--- src/rtl/rob_wb_tracker_pkg.sv ---
// Shared widths and the reorder-buffer entry layout used by the tracker and its bench.
package rob_wb_tracker_pkg;

  localparam int REGISTER_WIDTH = 5;
  localparam int DATA_WIDTH     = 32;
  localparam int ROB_DEPTH      = 8;

  typedef struct packed {
    logic                      valid;
    logic                      done;
    logic                      reg_wr_en;
    logic [REGISTER_WIDTH-1:0] rd;
    logic [DATA_WIDTH-1:0]     data;
  } rob_entry_t;

endpackage

--- src/rtl/rob_wb_tracker_if.sv ---
// Allocation, writeback and commit signals of the reorder buffer; suffixes are from the tracker's view.
interface rob_wb_tracker_if #(
  parameter int REGISTER_WIDTH = rob_wb_tracker_pkg::REGISTER_WIDTH,
  parameter int DATA_WIDTH     = rob_wb_tracker_pkg::DATA_WIDTH,
  parameter int ROB_IDX_WIDTH  = $clog2(rob_wb_tracker_pkg::ROB_DEPTH)
);
  logic                      alloc_valid_i;
  logic                      alloc_reg_wr_en_i;
  logic [REGISTER_WIDTH-1:0] alloc_rd_i;
  logic [ROB_IDX_WIDTH-1:0]  alloc_idx_o;
  logic                      rob_is_full_o;

  logic                      alu_wb_req_i;
  logic [ROB_IDX_WIDTH-1:0]  alu_wb_idx_i;
  logic [DATA_WIDTH-1:0]     alu_wb_data_i;
  logic                      alu_allowed_wb_o;

  logic                      ex_wb_req_i;
  logic [ROB_IDX_WIDTH-1:0]  ex_wb_idx_i;
  logic [DATA_WIDTH-1:0]     ex_wb_data_i;
  logic                      ex_allowed_wb_o;

  logic                      mem_wb_valid_i;
  logic [ROB_IDX_WIDTH-1:0]  mem_wb_idx_i;
  logic [DATA_WIDTH-1:0]     mem_wb_data_i;

  logic                      commit_valid_o;
  logic                      commit_reg_wr_en_o;
  logic [REGISTER_WIDTH-1:0] commit_rd_o;
  logic [DATA_WIDTH-1:0]     commit_data_o;

  modport slave (
    input  alloc_valid_i, alloc_reg_wr_en_i, alloc_rd_i,
    output alloc_idx_o, rob_is_full_o,
    input  alu_wb_req_i, alu_wb_idx_i, alu_wb_data_i,
    output alu_allowed_wb_o,
    input  ex_wb_req_i, ex_wb_idx_i, ex_wb_data_i,
    output ex_allowed_wb_o,
    input  mem_wb_valid_i, mem_wb_idx_i, mem_wb_data_i,
    output commit_valid_o, commit_reg_wr_en_o, commit_rd_o, commit_data_o
  );

  modport master (
    output alloc_valid_i, alloc_reg_wr_en_i, alloc_rd_i,
    input  alloc_idx_o, rob_is_full_o,
    output alu_wb_req_i, alu_wb_idx_i, alu_wb_data_i,
    input  alu_allowed_wb_o,
    output ex_wb_req_i, ex_wb_idx_i, ex_wb_data_i,
    input  ex_allowed_wb_o,
    output mem_wb_valid_i, mem_wb_idx_i, mem_wb_data_i,
    input  commit_valid_o, commit_reg_wr_en_o, commit_rd_o, commit_data_o
  );
endinterface

--- src/rtl/rob_wb_tracker_arbiter.sv ---
// Shared ALU/EX writeback port: the older instruction (closer to head) wins when both request.
module wb_port_arbiter #(
  parameter int IDX_W = 3
) (
  input  logic [IDX_W-1:0] head_i,
  input  logic             alu_req_i,
  input  logic [IDX_W-1:0] alu_idx_i,
  input  logic             ex_req_i,
  input  logic [IDX_W-1:0] ex_idx_i,
  output logic             alu_grant_o,
  output logic             ex_grant_o
);

  logic [IDX_W-1:0] alu_age;
  logic [IDX_W-1:0] ex_age;

  // Modular subtraction keeps ages correct across pointer wrap.
  assign alu_age = alu_idx_i - head_i;
  assign ex_age  = ex_idx_i - head_i;

  always_comb begin
    alu_grant_o = 1'b0;
    ex_grant_o  = 1'b0;
    if (alu_req_i && ex_req_i) begin
      if (alu_age <= ex_age) alu_grant_o = 1'b1;
      else                   ex_grant_o  = 1'b1;
    end else begin
      alu_grant_o = alu_req_i;
      ex_grant_o  = ex_req_i;
    end
  end

endmodule

--- src/rtl/rob_wb_tracker.sv ---
// In-order reorder buffer: allocate at decode, complete out of order, retire one per cycle.
module rob_wb_tracker #(
  parameter int ROB_DEPTH      = rob_wb_tracker_pkg::ROB_DEPTH,
  parameter int REGISTER_WIDTH = rob_wb_tracker_pkg::REGISTER_WIDTH,
  parameter int DATA_WIDTH     = rob_wb_tracker_pkg::DATA_WIDTH,
  parameter int ROB_IDX_WIDTH  = $clog2(ROB_DEPTH)
) (
  input  logic             clk_i,
  input  logic             rst_ni,
  input  logic             flush_i,
  rob_wb_tracker_if.slave  bus
);

  typedef struct packed {
    logic                      valid;
    logic                      done;
    logic                      reg_wr_en;
    logic [REGISTER_WIDTH-1:0] rd;
    logic [DATA_WIDTH-1:0]     data;
  } entry_t;

  localparam logic [ROB_IDX_WIDTH:0]   FullCount = (ROB_IDX_WIDTH+1)'(ROB_DEPTH);
  localparam logic [ROB_IDX_WIDTH:0]   CntOne    = (ROB_IDX_WIDTH+1)'(1);
  localparam logic [ROB_IDX_WIDTH-1:0] IdxOne    = ROB_IDX_WIDTH'(1);

  entry_t                   entries_q [ROB_DEPTH];
  entry_t                   entries_d [ROB_DEPTH];
  logic [ROB_IDX_WIDTH-1:0] head_q, head_d;
  logic [ROB_IDX_WIDTH-1:0] tail_q, tail_d;
  logic [ROB_IDX_WIDTH:0]   count_q, count_d;

  logic full;
  logic alloc_fire;
  logic commit_fire;
  logic alu_grant;
  logic ex_grant;

  wb_port_arbiter #(.IDX_W(ROB_IDX_WIDTH)) u_arb (
    .head_i      (head_q),
    .alu_req_i   (bus.alu_wb_req_i),
    .alu_idx_i   (bus.alu_wb_idx_i),
    .ex_req_i    (bus.ex_wb_req_i),
    .ex_idx_i    (bus.ex_wb_idx_i),
    .alu_grant_o (alu_grant),
    .ex_grant_o  (ex_grant)
  );

  // Full comes from registered count, so a same-cycle commit never admits an allocation.
  assign full        = (count_q == FullCount);
  assign alloc_fire  = bus.alloc_valid_i && !full;
  assign commit_fire = !flush_i && entries_q[head_q].valid && entries_q[head_q].done;

  assign bus.alloc_idx_o        = tail_q;
  assign bus.rob_is_full_o      = full;
  assign bus.alu_allowed_wb_o   = alu_grant;
  assign bus.ex_allowed_wb_o    = ex_grant;
  assign bus.commit_valid_o     = commit_fire;
  assign bus.commit_reg_wr_en_o = entries_q[head_q].reg_wr_en;
  assign bus.commit_rd_o        = entries_q[head_q].rd;
  assign bus.commit_data_o      = entries_q[head_q].data;

  always_comb begin
    entries_d = entries_q;
    head_d    = head_q;
    tail_d    = tail_q;
    count_d   = count_q;
    if (flush_i) begin
      for (int i = 0; i < ROB_DEPTH; i++) begin
        entries_d[i].valid = 1'b0;
        entries_d[i].done  = 1'b0;
      end
      head_d  = '0;
      tail_d  = '0;
      count_d = '0;
    end else begin
      if (alu_grant && entries_q[bus.alu_wb_idx_i].valid) begin
        entries_d[bus.alu_wb_idx_i].done = 1'b1;
        entries_d[bus.alu_wb_idx_i].data = bus.alu_wb_data_i;
      end
      if (ex_grant && entries_q[bus.ex_wb_idx_i].valid) begin
        entries_d[bus.ex_wb_idx_i].done = 1'b1;
        entries_d[bus.ex_wb_idx_i].data = bus.ex_wb_data_i;
      end
      if (bus.mem_wb_valid_i && entries_q[bus.mem_wb_idx_i].valid) begin
        entries_d[bus.mem_wb_idx_i].done = 1'b1;
        entries_d[bus.mem_wb_idx_i].data = bus.mem_wb_data_i;
      end
      if (commit_fire) begin
        entries_d[head_q].valid = 1'b0;
        entries_d[head_q].done  = 1'b0;
        head_d = head_q + IdxOne;
      end
      if (alloc_fire) begin
        entries_d[tail_q].valid     = 1'b1;
        entries_d[tail_q].done      = 1'b0;
        entries_d[tail_q].reg_wr_en = bus.alloc_reg_wr_en_i;
        entries_d[tail_q].rd        = bus.alloc_rd_i;
        tail_d = tail_q + IdxOne;
      end
      case ({alloc_fire, commit_fire})
        2'b10:   count_d = count_q + CntOne;
        2'b01:   count_d = count_q - CntOne;
        default: count_d = count_q;
      endcase
    end
  end

  always_ff @(posedge clk_i or negedge rst_ni) begin
    if (!rst_ni) begin
      for (int i = 0; i < ROB_DEPTH; i++) entries_q[i] <= '0;
      head_q  <= '0;
      tail_q  <= '0;
      count_q <= '0;
    end else begin
      entries_q <= entries_d;
      head_q    <= head_d;
      tail_q    <= tail_d;
      count_q   <= count_d;
    end
  end

endmodule

--- src/flat_wrapper.sv ---
// flat-port wrapper written by rule: the top's interface ports become plain ports
module rob_wb_tracker_flat 
#(
  parameter int ROB_DEPTH      = rob_wb_tracker_pkg::ROB_DEPTH,
  parameter int REGISTER_WIDTH = rob_wb_tracker_pkg::REGISTER_WIDTH,
  parameter int DATA_WIDTH     = rob_wb_tracker_pkg::DATA_WIDTH,
  parameter int ROB_IDX_WIDTH  = $clog2(ROB_DEPTH)
)
  (clk_i, rst_ni, flush_i, bus_alloc_valid_i, bus_alloc_reg_wr_en_i, bus_alloc_rd_i, bus_alloc_idx_o, bus_rob_is_full_o, bus_alu_wb_req_i, bus_alu_wb_idx_i, bus_alu_wb_data_i, bus_alu_allowed_wb_o, bus_ex_wb_req_i, bus_ex_wb_idx_i, bus_ex_wb_data_i, bus_ex_allowed_wb_o, bus_mem_wb_valid_i, bus_mem_wb_idx_i, bus_mem_wb_data_i, bus_commit_valid_o, bus_commit_reg_wr_en_o, bus_commit_rd_o, bus_commit_data_o);
  rob_wb_tracker_if #(.REGISTER_WIDTH(REGISTER_WIDTH), .DATA_WIDTH(DATA_WIDTH), .ROB_IDX_WIDTH(ROB_IDX_WIDTH)) bus_i ();
  input  logic clk_i;
  input  logic rst_ni;
  input  logic flush_i;
  input wire logic [$bits(bus_i.alloc_valid_i)-1:0] bus_alloc_valid_i;
  input wire logic [$bits(bus_i.alloc_reg_wr_en_i)-1:0] bus_alloc_reg_wr_en_i;
  input wire logic [$bits(bus_i.alloc_rd_i)-1:0] bus_alloc_rd_i;
  output wire logic [$bits(bus_i.alloc_idx_o)-1:0] bus_alloc_idx_o;
  output wire logic [$bits(bus_i.rob_is_full_o)-1:0] bus_rob_is_full_o;
  input wire logic [$bits(bus_i.alu_wb_req_i)-1:0] bus_alu_wb_req_i;
  input wire logic [$bits(bus_i.alu_wb_idx_i)-1:0] bus_alu_wb_idx_i;
  input wire logic [$bits(bus_i.alu_wb_data_i)-1:0] bus_alu_wb_data_i;
  output wire logic [$bits(bus_i.alu_allowed_wb_o)-1:0] bus_alu_allowed_wb_o;
  input wire logic [$bits(bus_i.ex_wb_req_i)-1:0] bus_ex_wb_req_i;
  input wire logic [$bits(bus_i.ex_wb_idx_i)-1:0] bus_ex_wb_idx_i;
  input wire logic [$bits(bus_i.ex_wb_data_i)-1:0] bus_ex_wb_data_i;
  output wire logic [$bits(bus_i.ex_allowed_wb_o)-1:0] bus_ex_allowed_wb_o;
  input wire logic [$bits(bus_i.mem_wb_valid_i)-1:0] bus_mem_wb_valid_i;
  input wire logic [$bits(bus_i.mem_wb_idx_i)-1:0] bus_mem_wb_idx_i;
  input wire logic [$bits(bus_i.mem_wb_data_i)-1:0] bus_mem_wb_data_i;
  output wire logic [$bits(bus_i.commit_valid_o)-1:0] bus_commit_valid_o;
  output wire logic [$bits(bus_i.commit_reg_wr_en_o)-1:0] bus_commit_reg_wr_en_o;
  output wire logic [$bits(bus_i.commit_rd_o)-1:0] bus_commit_rd_o;
  output wire logic [$bits(bus_i.commit_data_o)-1:0] bus_commit_data_o;
  assign bus_i.alloc_valid_i = bus_alloc_valid_i;
  assign bus_i.alloc_reg_wr_en_i = bus_alloc_reg_wr_en_i;
  assign bus_i.alloc_rd_i = bus_alloc_rd_i;
  assign bus_alloc_idx_o = bus_i.alloc_idx_o;
  assign bus_rob_is_full_o = bus_i.rob_is_full_o;
  assign bus_i.alu_wb_req_i = bus_alu_wb_req_i;
  assign bus_i.alu_wb_idx_i = bus_alu_wb_idx_i;
  assign bus_i.alu_wb_data_i = bus_alu_wb_data_i;
  assign bus_alu_allowed_wb_o = bus_i.alu_allowed_wb_o;
  assign bus_i.ex_wb_req_i = bus_ex_wb_req_i;
  assign bus_i.ex_wb_idx_i = bus_ex_wb_idx_i;
  assign bus_i.ex_wb_data_i = bus_ex_wb_data_i;
  assign bus_ex_allowed_wb_o = bus_i.ex_allowed_wb_o;
  assign bus_i.mem_wb_valid_i = bus_mem_wb_valid_i;
  assign bus_i.mem_wb_idx_i = bus_mem_wb_idx_i;
  assign bus_i.mem_wb_data_i = bus_mem_wb_data_i;
  assign bus_commit_valid_o = bus_i.commit_valid_o;
  assign bus_commit_reg_wr_en_o = bus_i.commit_reg_wr_en_o;
  assign bus_commit_rd_o = bus_i.commit_rd_o;
  assign bus_commit_data_o = bus_i.commit_data_o;
  rob_wb_tracker #(.ROB_DEPTH(ROB_DEPTH), .REGISTER_WIDTH(REGISTER_WIDTH), .DATA_WIDTH(DATA_WIDTH), .ROB_IDX_WIDTH(ROB_IDX_WIDTH)) u_core (.clk_i(clk_i), .rst_ni(rst_ni), .flush_i(flush_i), .bus(bus_i));
endmodule
--- config.mk ---
export PLATFORM = sky130hd
export DESIGN_NAME = rob_wb_tracker_flat
export DESIGN_NICKNAME = d
export VERILOG_FILES = /design/src/rtl/rob_wb_tracker_pkg.sv /design/src/rtl/rob_wb_tracker_if.sv /design/src/rtl/rob_wb_tracker_arbiter.sv /design/src/rtl/rob_wb_tracker.sv /design/src/flat_wrapper.sv
export SDC_FILE = /design/constraint.sdc
export NUM_CORES = 1
export LEC_CHECK = 0
export CORE_UTILIZATION = 45
export CTS_CLUSTER_SIZE = 30
export DETAILED_ROUTE_END_ITERATION = 8
export PLACE_DENSITY = 0.67
export SLEW_MARGIN = 0
export SYNTH_ARGS = -nofsm -noshare
export SYNTH_HDL_FRONTEND = slang
export SYNTH_SLANG_ARGS = --single-unit
--- constraint.sdc ---
create_clock -name clk_i -period 4.45 [get_ports clk_i]
set_input_delay 0.89 -clock clk_i [delete_from_list [all_inputs] [get_ports clk_i]]
set_output_delay 0.89 -clock clk_i [all_outputs]
set_load 0.01 [all_outputs]
; ---- Word-level counts from Yosys, hierarchy flattened
; Index checks and enable logic that the tools add are counted.
[totals]
regBits = 330
inputBits = 118
[op_classes]
order_cmp = 11
reduce_logical = 17
n_addsub = 6
n_bitwise = 5
mux = 75
n_eq_ne = 3
[op_table]
columns = operator, count
row1 = 320-bit bitwise mux, 12
row2 = 320-bit two-way mux, 9
row3 = 40-bit demux with 3-bit select, 12
row4 = 40-bit binary-select mux with 3-bit select, 4
row5 = 40-bit two-way mux, 10
row6 = 39-bit two-way mux, 5
row7 = 32-bit two-way mux, 3
row8 = 38-bit two-way mux, 1
row9 = 37-bit two-way mux, 1
row10 = "4-bit >= comparator, second input constant", 5
row11 = "4-bit by 1-bit less-than comparator with 1-bit output, second input constant", 5
row12 = 3-bit NOT with 4-bit output, 5
row13 = 2-bit two-way mux, 8
row14 = 1-bit logical AND, 12
row15 = 3-bit two-way mux, 4
row16 = 4-bit case mux with 2 select lines, 1
row17 = "3-bit by 1-bit adder with 3-bit output, second input constant", 2
row18 = 3-bit subtractor, 2
row19 = "4-bit by 1-bit adder with 4-bit output, second input constant", 1
row20 = "4-bit equality test, second input constant", 1
row21 = 1-bit two-way mux, 4
row22 = 4-bit two-way mux, 1
row23 = 2-bit nonzero test, 2
row24 = "4-bit by 1-bit subtractor with 4-bit output, second input constant", 1
row25 = other kinds (5), 6

; ---- Longest topological paths before layout
; Gate-level depths: netlist of run 1.
[logic_depth]
ltp_word = 27
depth_mapped = 15
mapped_depth_nobuf = 12

; ---- Cells and area by module
; Synthesis of run 1 repeated with hierarchy kept, for this count alone.
[unflattened]
hier_cells = 2430
area_unflattened_um2 = 21916.0
[modules_own_cells]
columns = module, seq_area_each_um2, area_each_um2, n_inst, cells_per_inst
row1 = rob_wb_tracker, 8257.9, 21707.1, 1, 2405
row2 = wb_port_arbiter, 0.0, 209.0, 1, 25

; ---- Worst setup path after synthesis of run 1
; Ideal clock, no wire load.
[synth_path]
kind = input-to-reg
startpoint = input port bus_ex_wb_idx_i[0]
endpoint = register u_core.entries_q[281] (netlist bit)
slack_ns = 0.734
path_stages = 14
t_arrival_ns = 3.570
setup_ns = 0.146
cell_sequence = inv_1 > ha_1 > fa_1 > xnor2_1 > xnor2_1 > ha_1 > o21a_1 > o211a_1 > buf_6 > or4_4 > buf_6 > buf_6 > mux2i_1 > o221ai_1
[synth_between]
elab_chain_cells = 24
[synth_lines]
columns = element, line_no
row1 = start: declaration, flat_wrapper.sv:24  ; input wire logic [$bits(bus_i.ex_wb_idx_i)-1:0] bus_ex_wb_idx_i;
row2 = 3-bit subtractor, rob_wb_tracker_arbiter.sv:19  ; assign ex_age = ex_idx_i - head_i;
row3 = 3-bit less-or-equal comparator, rob_wb_tracker_arbiter.sv:25  ; if (alu_age <= ex_age) alu_grant_o = 1'b1;
row4 = 1-bit two-way mux, rob_wb_tracker_arbiter.sv:25
row5 = 1-bit two-way mux, rob_wb_tracker_arbiter.sv:24  ; if (alu_req_i && ex_req_i) begin
row6 = 1-bit logical AND, rob_wb_tracker.sv:76  ; if (alu_grant && entries_q[bus.alu_wb_idx_i].valid) begin
row7 = 320-bit two-way mux, rob_wb_tracker.sv:76
row8 = 320-bit two-way mux, rob_wb_tracker.sv:67  ; if (flush_i) begin
row9 = 320-bit bitwise mux, rob_wb_tracker.sv:81  ; entries_d[bus.ex_wb_idx_i].done = 1'b1;
row10 = [... 8 more ...], -
row11 = 320-bit bitwise mux, rob_wb_tracker.sv:90  ; entries_d[head_q].done = 1'b0;
row12 = 320-bit two-way mux *, rob_wb_tracker.sv:88  ; if (commit_fire) begin
row13 = 320-bit two-way mux *, rob_wb_tracker.sv:67
row14 = 320-bit bitwise mux, rob_wb_tracker.sv:94  ; entries_d[tail_q].valid = 1'b1;
row15 = 320-bit bitwise mux, rob_wb_tracker.sv:95  ; entries_d[tail_q].done = 1'b0;
row16 = 320-bit bitwise mux, rob_wb_tracker.sv:96  ; entries_d[tail_q].reg_wr_en = bus.alloc_reg_wr_en_i;
row17 = 320-bit bitwise mux, rob_wb_tracker.sv:97  ; entries_d[tail_q].rd = bus.alloc_rd_i;
row18 = 320-bit two-way mux *, rob_wb_tracker.sv:93  ; if (alloc_fire) begin
row19 = end signal: assignment, rob_wb_tracker.sv:115  ; entries_q <= entries_d;
row20 = end: declaration, rob_wb_tracker.sv:26  ; entry_t entries_q [ROB_DEPTH];
; Every way passes the cells marked *; elsewhere a longest branch is shown, timed or not. The select of a mux whose other input is x is not followed.
; A chain may end at the register's enable or synchronous reset.

; ---- Final worst setup path of run 1
[layout_path]
startpoint = register u_core.head_q[2]
endpoint = output port bus_commit_data_o[24]
[layout_between]
elab_chain_cells = 4
[layout_lines]
columns = element, line_no
row1 = start: declaration, rob_wb_tracker.sv:28  ; logic [ROB_IDX_WIDTH-1:0] head_q, head_d;
row2 = start signal: assignment, rob_wb_tracker.sv:111  ; head_q <= '0;
row3 = start signal: assignment, rob_wb_tracker.sv:116  ; head_q <= head_d;
row4 = 3-bit NOT with 4-bit output (implied by the code), rob_wb_tracker.sv:60  ; assign bus.commit_data_o = entries_q[head_q].data;
row5 = 40-bit binary-select mux with 3-bit select, rob_wb_tracker.sv:60
row6 = 40-bit two-way mux (2 in a row), -
row7 = end: declaration, flat_wrapper.sv:33  ; output wire logic [$bits(bus_i.commit_data_o)-1:0] bus_commit_data_o;
; No other way between the ends. The select of a mux whose other input is x is not followed.

==> results_dict.tcl, run 1 <==
set metrics [dict create \
    status "finished, violations left" \
    violations "DRC" \
    final_nets 2266 \
    powerDensity_nw_per_um2 356 \
    cts_max_level 2 \
    clock_path_buffers 3 \
    finClkSkew_ns 0.0190 \
    finalMaxSlewViolations 0 \
    io_buffers 162 \
    arrival_ns 3.55 \
    clock-sinks 330 \
    area_growth_pct 18.1 \
    ys.flop_type "dfrtp_1" \
    mostFrequentLayoutCells "344 x mux2i_1, 327 x dfrtp_1, 161 x o21ai_1" \
    fill_cells 4029 \
    cts_tree "built" \
    fin_total_pwr_uw 8890 \
    avgViaCountPerCell 7.17 \
    yosysUniqueCellTypes 63 \
    grt_usage_pct 33.1 \
    worst_pin_slew_ns 1.32 \
    dieHeight_um 219 \
    grt.overflow.total 0 \
    coreArea_um2 46500 \
    critPathSlowestCell "clkdlybuf4s50_1" \
    routedWlPerCell_um 28.9 \
    synth_edf_count 0 \
    path_delay_family "buffers and inverters" \
    cts_setup_buffers 0 \
    fin_tns_setup_ns 0 \
    cap_violations 0 \
    ir_worst_vdd_mv 0.232 \
    vias 19900 \
    async_flop_share_pct 100 \
    path_cells "buf_4 -> inv_2 -> buf_4 -> nor2_1 -> a21oi_1 -> o21ai_0 -> clkdlybuf4s50_1" \
    grt_pass1_wl_mm 121 \
    layout-drive-gt1-share_pct 12.4 \
    antenna_left 0 \
    yosysSeqAreaShare_pct 39.1 \
    period_share_pct 99.7 \
    synth-seq-cells 330 \
    grt_pass1_vias 19800 \
    cp_num_buf_inv 4 \
    drt_iter0_markers 3239 \
    hold_viol 0 \
    rows 79 \
    setup_viol 0 \
    clkLatencyLatePin_ns 0.58 \
    startpoint_type "flip-flop" \
    syn_nets 2243 \
    die_w_um 219 \
    synth_cells 2113 \
    critical_path_class "reg -> out" \
    critPathRequiredTime_ns 3.56 \
    drc 2 \
    cp_max_fo 19 \
    place_congestion 0.886 \
    final_common_cell "mux2i_1" \
    die_area_um2 47800 \
    crit_cells 7 \
    slew_headroom_pct 11.9 \
    postCtsResizedCells 2 \
    grt_max_degree 187 \
    drt-total-wl_mm 80.3 \
    cts_hold_buf 0 \
    dr.pass1.iters 9 \
    leakage_uw 0.0101 \
    crit_path_end_kind "output pin" \
    rsz0062_at_grt "no" \
    cts_made_buffers 40 \
    fmax_mhz 225 \
    hold_slack_ns 0.315 \
    io_pins 163 \
    initial_utilization_pct 45.5 \
    cp_slowest_stage_delay_ns 0.66 \
    cts-root-buf "clkbuf_16" \
    antenna_found_initial 1 \
    hp-class "in -> async" \
    hpwl_mm 47.7 \
    timing.reg2reg.worst_path_depth 11 \
    syn_avg_cell_area_um2 10.0 \
    layout_min_cycle_time_ns 4.44 \
    path_common_cell "buf_4" \
    yosys_warnings 0 \
    clk_pin_slew_ns 0.06 \
    netlist_area_um2 21100 \
]
[power breakdown]
part | total, uW | leakage, uW | internal, uW | switching, uW
combinational | 1580 | 0.00489 | 757 | 821
clock | 3720 | 0.000726 | 2330 | 1390
sequential | 3590 | 0.00451 | 3330 | 261
[kinds of logic after synthesis]
| kind of cell | share of synthesized area (%) |
|---|---|
| AOI/OAI and AO/OA | 26.3 |
| muxes | 20.8 |
| DFF | 39.1 |
| buffers and inverters | 6.42 |
| and+or+nand+nor | 6.36 |
| adders and majority gates | 0.817 |
| xor gates and xnor gates | 0.290 |
[sequential cells by signal (all words and copies together) (netlist names)]
register,count
u_core.count_q,4
u_core.head_q,3
u_core.entries_q,320
u_core.bus.alloc_idx_o,3
[routing by layer]
| layer | global-route usage [%] | vias to the layer above | wire, um |
|---|---|---|---|
| li1 | - | 8264 | - |
| met3 | 7.31 | 245 | 9040 |
| met5 | 0 | - | 0 |
| met2 | 50.1 | 1415 | 35900 |
| met4 | 15.8 | 0 | 3210 |
| met1 | 44.8 | 9965 | 32100 |
[through the flow]
stage	cells	utilization [%]	cell area [um2]	worst slack, ns
after floorplan	2113	-	21100	0.734
after global placement	2701	50.6	23500	-0.0607
after detailed placement	2701	50.6	23500	-0.131
after CTS	2771	53.7	25000	0.0818
after global routing	2771	53.7	25000	0.0677
final	2773	53.7	25000	0.0141
[area by class of cell]
cell class | count | area (um2) | area share (%)
repair buffers | 249 | 2650 | 10.6
flip-flops and latches | 330 | 8270 | 33.1
clock buffers | 52 | 1140 | 4.56
clock inverters | 18 | 334 | 1.34
well taps | 607 | 759 | 3.04
inverters | 45 | 169 | 0.676
multi-input cells | 1470 | 11600 | 46.7
diodes | 2 | 5.00 | 0.0200
[synth_stat cells (12+ instances only)]
cell type	number	area share [%]
nand2b_1	17	0.50
buf_1	47	0.83
buf_6	15	0.80
mux2i_1	344	16
inv_1	42	0.75
a222oi_1	86	4.1
mux2_1	13	0.69
buf_2	19	0.45
a22o_1	74	3.1
nor2b_1	40	1.2
mux2_2	63	3.4
clkbuf_1	175	3.1
buf_4	12	0.43
a22oi_1	122	4.3
o21ai_0	55	1.3
nand2_1	45	0.80
a31oi_1	65	1.9
nor2_1	73	1.3
a21oi_1	65	1.5
nor3_1	13	0.31
o221ai_1	96	4.0
dfrtp_1	330	39
o21ai_1	161	3.8
o22a_1	26	1.1
[worst paths after layout]
path | from | to | slack (ns)
worst max-delay path | u_core.head_q[2]$_DFFE_PN0P_ | bus_commit_data_o[24] | 0.01
worst min-delay path | rst_ni | u_core.count_q[1]$_DFFE_PN0P_ | 0.32
worst max register to register | u_core.head_q[2]$_DFFE_PN0P_ | u_core.entries_q[226]$_DFFE_PN0N_ | 0.64
worst min register to register | u_core.entries_q[152]$_DFFE_PN0P_ | u_core.entries_q[152]$_DFFE_PN0P_ | 0.49
max in group asynchronous | rst_ni | u_core.entries_q[177]$_DFFE_PN0N_ | 3.16
min in group clk_i | u_core.entries_q[152]$_DFFE_PN0P_ | u_core.entries_q[152]$_DFFE_PN0P_ | 0.49
(Power assumes the default switching activity.)
==> run 2, diff against run 1 <==
==> constraint.sdc (replaced) <==
create_clock -name clk_i -period 5.15 [get_ports clk_i]
set_input_delay 1.03 -clock clk_i [delete_from_list [all_inputs] [get_ports clk_i]]
set_output_delay 1.03 -clock clk_i [all_outputs]
set_load 0.01 [all_outputs]
==> run 2 against run 1 <==
Effect of this change: the flow still finishes with violations (DRC); utilization shrank 1.4 points; first-iteration DRC count shrank 9.4%; global-route usage shrank 0.66 points; clock power shrank 25%; routed wire length shrank 2.8%; highest routed layer is now met5; clock skew shrank 0.0049 ns; critical endpoint is now bus_alu_allowed_wb_o; hold slack gained 0.16 ns; largest power group is now registers; cell count shrank 1.0%; clock-buffer cell count grew 12; flip-flop and latch count is the same; worst setup slack gained 0.10 ns; largest cell class unchanged.
==> results_dict.tcl, run 2 (synthesized netlist as in run 1, its figures left out) <==
set metrics [dict create \
    status "finished, violations left" \
    violations "DRC" \
    grt_max_degree 161 \
    cts_setup_buffers 0 \
    layout_min_cycle_time_ns 5.03 \
    largest_reg_flops 320 \
    startpoint_type "primary input" \
    ir_worst_vdd_mv 0.178 \
    dr.pass1.iters 9 \
    rows 79 \
    grt_usage_pct 32.5 \
    r2r_slack_ns 1.01 \
    cts-root-buf "clkbuf_16" \
    hold_viol 0 \
    timing.reg2reg.worst_path_depth 10 \
    grt_pass1_vias 19700 \
    avgViaCountPerCell 7.09 \
    place_congestion 0.902 \
    fmax_mhz 199 \
    coreArea_um2 46500 \
    drt-total-wl_mm 78.0 \
    io_pins 163 \
    dieHeight_um 219 \
    fin_area_um2 24300 \
    cp_max_fo 4 \
    routedWlPerCell_um 28.4 \
    fin_tns_setup_ns 0 \
    slew_headroom_pct 16.2 \
    antenna_found_initial 2 \
    drc 15 \
    die_w_um 219 \
    clock_path_buffers 3 \
    arrival_ns 4.00 \
    io_buffers 162 \
    die_area_um2 47800 \
    initial_utilization_pct 45.5 \
    cts_made_buffers 38 \
    postCtsResizedCells 0 \
    rsz0062_at_grt "no" \
    grt.overflow.total 0 \
    vias 19500 \
    critPathRequiredTime_ns 4.12 \
    powerDensity_nw_per_um2 297 \
    worst_pin_slew_ns 1.25 \
    grt_pass1_wl_mm 120 \
    leakage_uw 0.00980 \
    antenna_left 0 \
    final_nets 2238 \
    period_share_pct 97.8 \
    clock-sinks 330 \
    crit_path_end_kind "output pin" \
    final_common_cell "mux2i_1" \
    cts_tree "built" \
    hpwl_mm 45.6 \
    crit_start "bus_ex_wb_idx_i[0]" \
    cts_max_level 2 \
    hp-class "in -> async" \
    clk_pin_slew_ns 0.07 \
    setup_viol 0 \
    cap_violations 0 \
    rr_endpoint "u_core.entries_q[298]$_DFFE_PN0N_" \
    placed_cell_area_um2 23100 \
    drt_iter0_markers 2933 \
    top_register "u_core.entries_q" \
    layout-drive-gt1-share_pct 10.8 \
    finalMaxSlewViolations 0 \
    mostFrequentLayoutCells "344 x mux2i_1, 327 x dfrtp_1, 161 x o21ai_1" \
    finClkSkew_ns 0.0141 \
    reg_top3 "u_core.entries_q x320, u_core.count_q x4" \
    cts_hold_buf 0 \
    critical_path_class "in -> out" \
    r2r_start "u_core.head_q[2]$_DFFE_PN0P_" \
    clkLatencyLatePin_ns 0.56 \
    area_growth_pct 15.1 \
]
## run 2: critical path, cell delays in order
cell and delay (ns):
clkdlybuf4s50_1 0.60, inv_1 0.13, ha_1 0.23, fa_1 0.38, xnor2_1 0.15, xnor2_1 0.14
ha_1 0.34, o21a_1 0.13, o211a_1 0.22, nor2_1 0.11, clkdlybuf4s50_1 0.54
## run 2: how the worst max path moves through the flow
stage | to | slack, ns
floorplan | bus_alu_allowed_wb_o | 1.27
global placement | bus_alu_allowed_wb_o | 0.16
detailed placement | bus_alu_allowed_wb_o | 0.16
CTS | bus_alu_allowed_wb_o | 0.14
global route | bus_alu_allowed_wb_o | 0.04
finish | bus_alu_allowed_wb_o | 0.12
## run 2: report_power, final
part | switching, uW | internal [uW] | leakage (uW)
clock | 1140 | 1640 | 0.000605
combinational | 702 | 643 | 0.00468
sequential | 223 | 2880 | 0.00451
## run 2: area by class of cell
type                            count  area [um2]
Fill cell                        4127       22100
Multi-Input combinational cell   1470       11600
Sequential cell                   330        8270
Timing Repair Buffer              223        2240
Clock buffer                       64        1200
Tap cell                          607         759
Inverter                           45         169
Clock inverter                      4        50.0
Antenna cell                        1        2.50
## run 2: metal layers
layer / GRT usage (%) / vias up / wire length [um]
met5: 0 / - / 13
met3: 6.51 / 194 / 7880
li1: - / 8190 / -
met4: 13.3 / 2 / 2530
met2: 50.0 / 1256 / 35800
met1: 44.4 / 9812 / 31800
## run 2: stage by stage
stage               std cells  utilization (%)  worst slack, ns  hold WS, ns  power [uW]
floorplan                2113                -             1.27        0.460        3870
detailed placement       2675             49.7            0.155        0.480        4460
CTS                      2743             52.4            0.145        0.493        7220
global route             2744             52.4           0.0445        0.511        7500
finish                   2744             52.4            0.116        0.478        7220
global placement         2675             49.7            0.160        0.471        4400
